[config.mk]
export PLATFORM = sky130hd
export DESIGN_NAME = cv32e40p_x_result_buf
export DESIGN_NICKNAME = d
export VERILOG_FILES = /design/src/rtl/cv_x_if_pkg.sv /design/src/rtl/cv32e40p_x_result_fifo.sv /design/src/rtl/cv32e40p_x_result_buf.sv
export SDC_FILE = /design/constraint.sdc
export NUM_CORES = 1
export LEC_CHECK = 0
export CAP_MARGIN = 5
export CORE_MARGIN = 8
export CORE_UTILIZATION = 54
export CTS_CLUSTER_DIAMETER = 200
export DETAILED_ROUTE_END_ITERATION = 8
export PLACE_DENSITY_LB_ADDON = 0.12
export REMOVE_ABC_BUFFERS = 1
export SLEW_MARGIN = 20
export SYNTH_ARGS = -nofsm -noshare
export SYNTH_HDL_FRONTEND = slang
export SYNTH_SLANG_ARGS = --single-unit
[constraint.sdc]
create_clock -name clk_i -period 2.85 [get_ports clk_i]
set_input_delay 0.4275 -clock clk_i [delete_from_list [all_inputs] [get_ports clk_i]]
set_output_delay 0.4275 -clock clk_i [all_outputs]
set_load 0.05 [all_outputs]
[src/rtl/cv_x_if_pkg.sv]
// Shared x-interface types: result entry carried from the accelerator result
// channel into the core register file write port.
package cv_x_if_pkg;

  localparam int unsigned X_RD_W   = 5;
  localparam int unsigned X_DATA_W = 32;

  typedef struct packed {
    logic [X_RD_W-1:0]   rd;
    logic [X_DATA_W-1:0] data;
  } x_result_entry_t;

endpackage

[src/rtl/cv32e40p_x_result_fifo.sv]
// Generic DEPTH-entry synchronous FIFO; pointers wrap naturally modulo DEPTH
// (DEPTH must be a power of two), count reaches DEPTH exactly when full.
module cv32e40p_x_result_fifo
  import cv_x_if_pkg::*;
#(
  parameter int unsigned DEPTH   = 4,
  parameter type         entry_t = x_result_entry_t
) (
  input  logic                     clk_i,
  input  logic                     rst_ni,
  input  logic                     push_i,
  input  entry_t                   wdata_i,
  input  logic                     pop_i,
  output entry_t                   head_o,
  output logic                     full_o,
  output logic                     empty_o,
  output logic [$clog2(DEPTH):0]   count_o
);

  localparam int unsigned AW = $clog2(DEPTH);
  localparam int unsigned CW = AW + 1;
  localparam logic [CW-1:0] FULL_CNT = CW'(DEPTH);

  logic [AW-1:0] wptr_q, rptr_q;
  logic [CW-1:0] count_q;
  entry_t        mem_q [DEPTH];
  logic          do_push, do_pop;

  assign full_o  = (count_q == FULL_CNT);
  assign empty_o = (count_q == '0);
  assign count_o = count_q;
  assign head_o  = mem_q[rptr_q];

  // Overflow/underflow requests are ignored rather than corrupting state.
  assign do_push = push_i & ~full_o;
  assign do_pop  = pop_i & ~empty_o;

  always_ff @(posedge clk_i or negedge rst_ni) begin
    if (!rst_ni) begin
      wptr_q  <= '0;
      rptr_q  <= '0;
      count_q <= '0;
    end else begin
      if (do_push) wptr_q <= wptr_q + AW'(1);
      if (do_pop)  rptr_q <= rptr_q + AW'(1);
      case ({do_push, do_pop})
        2'b10:   count_q <= count_q + CW'(1);
        2'b01:   count_q <= count_q - CW'(1);
        default: count_q <= count_q;
      endcase
    end
  end

  // Storage needs no reset: it is only observed through a non-empty head.
  always_ff @(posedge clk_i) begin
    if (do_push) mem_q[wptr_q] <= wdata_i;
  end

endmodule

[src/rtl/cv32e40p_x_result_buf.sv]
// Buffers accelerator results and retires them in order into the shared
// register file write port, yielding to core writeback with a starvation guard.
module cv32e40p_x_result_buf
  import cv_x_if_pkg::*;
#(
  parameter int unsigned DEPTH      = 4,
  parameter int unsigned STARVE_MAX = 8,
  parameter bit          BYPASS     = 1'b1
) (
  input  logic                   clk_i,
  input  logic                   rst_ni,
  input  logic                   x_result_valid_i,
  output logic                   x_result_ready_o,
  input  logic [4:0]             x_result_rd_i,
  input  logic [31:0]            x_result_data_i,
  input  logic                   x_result_we_i,
  input  logic                   core_wb_we_i,
  output logic                   wb_hold_o,
  output logic                   rf_we_o,
  output logic [4:0]             rf_waddr_o,
  output logic [31:0]            rf_wdata_o,
  output logic                   x_rvalid_o,
  output logic [4:0]             x_rwaddr_o,
  output logic [$clog2(DEPTH):0] count_o,
  output logic                   empty_o
);

  localparam int unsigned SW = $clog2(STARVE_MAX + 1);
  localparam logic [SW-1:0] STARVE_LIM = SW'(STARVE_MAX);

  x_result_entry_t in_entry, head_entry, out_entry;
  logic            fifo_full, fifo_empty;
  logic            push_hs, bypass_hit, drain, fifo_push, fifo_pop;
  logic [SW-1:0]   starve_q, starve_d;
  logic            hold_q;

  assign in_entry = '{rd: x_result_rd_i, data: x_result_data_i};

  // Ready depends only on registered occupancy, never on core_wb_we_i.
  assign x_result_ready_o = ~fifo_full;
  assign push_hs          = x_result_valid_i & x_result_ready_o;
  assign bypass_hit       = BYPASS & fifo_empty & push_hs & x_result_we_i;
  assign drain            = ~core_wb_we_i & (~fifo_empty | bypass_hit);

  // A result written straight through on bypass never occupies a slot;
  // results without a register write are consumed and dropped.
  assign fifo_push = push_hs & x_result_we_i & ~(bypass_hit & drain);
  assign fifo_pop  = drain & ~fifo_empty;
  assign out_entry = fifo_empty ? in_entry : head_entry;

  cv32e40p_x_result_fifo #(
    .DEPTH   (DEPTH),
    .entry_t (x_result_entry_t)
  ) i_fifo (
    .clk_i   (clk_i),
    .rst_ni  (rst_ni),
    .push_i  (fifo_push),
    .wdata_i (in_entry),
    .pop_i   (fifo_pop),
    .head_o  (head_entry),
    .full_o  (fifo_full),
    .empty_o (fifo_empty),
    .count_o (count_o)
  );

  assign empty_o = fifo_empty;

  // x0 retires (scoreboard clear) but is never written.
  always_comb begin
    rf_we_o    = 1'b0;
    rf_waddr_o = '0;
    rf_wdata_o = '0;
    x_rvalid_o = 1'b0;
    x_rwaddr_o = '0;
    if (drain) begin
      rf_we_o    = (out_entry.rd != 5'd0);
      rf_waddr_o = out_entry.rd;
      rf_wdata_o = out_entry.data;
      x_rvalid_o = 1'b1;
      x_rwaddr_o = out_entry.rd;
    end
  end

  // Counts cycles a waiting entry is blocked by core writeback; saturates.
  always_comb begin
    starve_d = starve_q;
    if (drain || fifo_empty) begin
      starve_d = '0;
    end else if (core_wb_we_i && (starve_q != STARVE_LIM)) begin
      starve_d = starve_q + SW'(1);
    end
  end

  always_ff @(posedge clk_i or negedge rst_ni) begin
    if (!rst_ni) begin
      starve_q <= '0;
      hold_q   <= 1'b0;
    end else begin
      starve_q <= starve_d;
      hold_q   <= (starve_d == STARVE_LIM);
    end
  end

  assign wb_hold_o = hold_q;

`ifndef SYNTHESIS
  a_core_obeys_hold : assert property (@(posedge clk_i) disable iff (!rst_ni)
    wb_hold_o |-> !core_wb_we_i);
  a_count_bounded : assert property (@(posedge clk_i) disable iff (!rst_ni)
    count_o <= ($clog2(DEPTH)+1)'(DEPTH));
`endif

endmodule

==> run metrics <==
outcome=completed; Slew headroom=0.642; Power Density=between 1000 and 1500 mW/mm^2; Synthesis Warnings=0; Arr. time, crit path=2270 ps; sequential share of the synthesized area=0.715; Switching Power=about 3300 uW; Sw Ratio=0.376; TritonCTS Buffers=17; Routed wire per std cell=21.0 microns; CP Cell Sequence=mux4_1, mux2i_1, and3_1, a31oi_1, buf_4; Critical Path Sink Type=output pin; design area=0.00821 sq mm; unrepaired setup endpoints after global routing=no; number of remaining DRC errors=0; maximum VDD drop=about 0.00068 V; MaxCap Viol Count=0; Worst Path Max Fanout=14; Crit Path Class=flip-flop to output pin; initial DRC count=between 300 and 400; share of flip-flops with an asynchronous set or reset=0.0750; Worst-path clk slew=around 60 ps; synth cell count leaders=edfxtp_1 (148), nand2_1 (69), a21oi_1 (34); Gate power share=0.406; post-synthesis cell area=between 0.006 and 0.007 sq mm; final core utilization=0.684; vias in the first global route=about 4000; Layout area overhead=23.7%; number of synthesized register bits=160; Post-synth top flop=edfxtp_1; Pint=5500 uW; Met3 Wirelength=roughly 670 microns; met1 WL=approximately 5900 microns; Non-Filler Instances=648; drt via density=5.73; final setup margin=155 ps; fmax=roughly 0.37 GHz; synth top area cells=edfxtp_1 (67%), mux4_2 (9.8%), dfrtp_1 (4.5%); fill count=roughly 800; DIE AREA=around 0.016 sq mm; Reg power frac=0.349; Root Driver=clkbuf_16; Synth cell types=29; worst hold slack=roughly 360 ps; routability cong.=0.706; largest net degree at the start of global routing=38; IO Port Bufs=a little over 90; Synth Instances=~380; layout cells sized above 1=0.259; FF/Latch Area=0.00475 sq mm; P_leak=about 0.003 uW; clock power share=0.246; placement-stage cell area=roughly 0.0076 sq mm; first-pass detailed-route iteration total=4; first-pass GRT wire length=approximately 21000 microns; Inst Count DP=between 600 and 700; Starting Density=0.553; Total Wirelength=approximately 14000 microns; final period utilization=0.946; antenna-violating nets left=0; dpl ws=between 400 and 500 ps; Die Span X=around 130 microns; count leader, synth=edfxtp_1; Fin. Hold Viols=0; # IOs=~90; synthesized area per cell=between 15 and 20 sq um; Slew Viols, Final=0; Critical Path Max Stage Delay=600 ps; Post-synth EDFFs=between 100 and 150; CTS tree=built; Worst path slowest cell=mux4_1; Synth top area share=0.669; CTS max path bufs=2; GRT Total Usage=0.176; final setup fails=0; Rows=40; ant diodes=0; clock skew=roughly 4.6 ps; Worst-Margin Slew=535 ps; initial antenna violation count=1; htree depth=4; WP buf/inv=1; fin crit period=approximately 2700 ps; CTS Hold Bufs=0; Die Y=around 130 microns; hpwl dp=8580 microns; element type at the critical path start=flip-flop; Top Family by Delay on Critical Path=multiplexers; Nets=around 540; Skew-Pair Late Insertion Delay=roughly 420 ps; clk sinks=160; leading area contributor after synthesis=edfxtp_1; GRT Residual Overflow=0; area occupied by multi-input gates=roughly 0.0017 sq mm; met2 routed WL=between 6000 and 7000 microns; top sig layer=met5; via count=~3700; core box area=about 0.012 sq mm; hold crit path type=input pin to asynchronous set/reset pin; WP data required=2420 ps
==> worst paths after layout <==
kind | start | endpoint | slack [ps] | depth (start not counted)
worst max-delay path | i_fifo.rptr_q[0]$_DFFE_PN0P_ | rf_we_o | 160 | 5
worst min-delay path | rst_ni | i_fifo.wptr_q[0]$_DFFE_PN0P_ | 360 | 1
worst max register to register | i_fifo.count_o[0]$_DFFE_PN0P_ | i_fifo.count_o[2]$_DFFE_PN0P_ | 670 | 9
worst min register to register | i_fifo.count_o[0]$_DFFE_PN0P_ | i_fifo.count_o[0]$_DFFE_PN0P_ | 550 | 1
max in group asynchronous | rst_ni | i_fifo.rptr_q[0]$_DFFE_PN0P_ | 2090 | 1
min in group clk_i | i_fifo.count_o[0]$_DFFE_PN0P_ | i_fifo.count_o[0]$_DFFE_PN0P_ | 550 | 1
==> cells by family after synthesis <==
logic type | share of synthesized area
flip-flops | 0.715
buffers and inverters | 0.0305
multiplexers | 0.141
adder cells (fa/ha/maj) | 0.0162
AND/OR/NAND/NOR | 0.0605
XOR/XNOR | 0.00923
AO/OA/AOI/OAI | 0.0285
==> state kept, by name, summed over array words and instances (netlist names) <==
signal,flops
i_fifo.mem_q,148
starve_q,4
i_fifo.count_o,3
i_fifo.rptr_q,2
i_fifo.wptr_q,2
wb_hold_o,1
==> what timing repair did <==
item                                    in CTS  in global routing
buffers inserted                             0                  0
endpoints found under the setup margin       1                  2
gates resized for setup                      1                  1
hold endpoints to repair                     0                  0
==> per-stage QoR <==
step,setup TNS [ps],total power [uW]
global placement,0,6690
floorplan,-24570,5540
CTS,0,8910
global route,0,9210
finish,0,8820
detailed placement,0,6720
==> metal layers <==
layer / vias to the layer above / track usage
met5: - / 0
met4: 2 / 0.0707
li1: 1681 / -
met3: 17 / 0.0411
met2: 118 / 0.283
met1: 1894 / 0.226
==> layout by cell type, fill, tap and decap left out, types with 2 or more instances in the layout <==
master / Yosys / final
edfxtp_1: 148 / 148
nand2_1: 69 / 69
buf_4: 7 / 60
clkdlybuf4s50_1: 0 / 46
a21oi_1: 34 / 34
mux4_2: 29 / 29
clkbuf_16: 0 / 17
nor2_1: 11 / 11
dfrtp_1: 12 / 10
inv_1: 9 / 9
mux4_1: 8 / 8
mux2i_1: 7 / 7
ha_1: 7 / 7
clkinvlp_4: 0 / 5
xor2_1: 4 / 4
and2_2: 0 / 4
xnor2_1: 3 / 3
buf_12: 0 / 3
nand3b_1: 2 / 2
nand2b_1: 2 / 2
inv_6: 0 / 2
bufinv_16: 0 / 2
clkinv_2: 0 / 2
clkbuf_1: 3 / 2
==> power by group through the flow <==
stage	clock, uW	combinational (uW)	sequential, uW
after global placement	0	3580	3120
after global routing	2290	3820	3110
after floorplan	0	2290	3240
after detailed placement	0	3600	3130
final	2170	3580	3080
after CTS	2200	3620	3080
==> cell type report <==
type                       count  area share
inverter                      10     0.00488
tap                          147      0.0224
multi-input combinational    190       0.207
clock buffer                  19      0.0527
clock inverter                13      0.0168
timing repair buffer         109       0.118
sequential                   160       0.578
No activity file was read; power rests on OpenSTA's default activity.
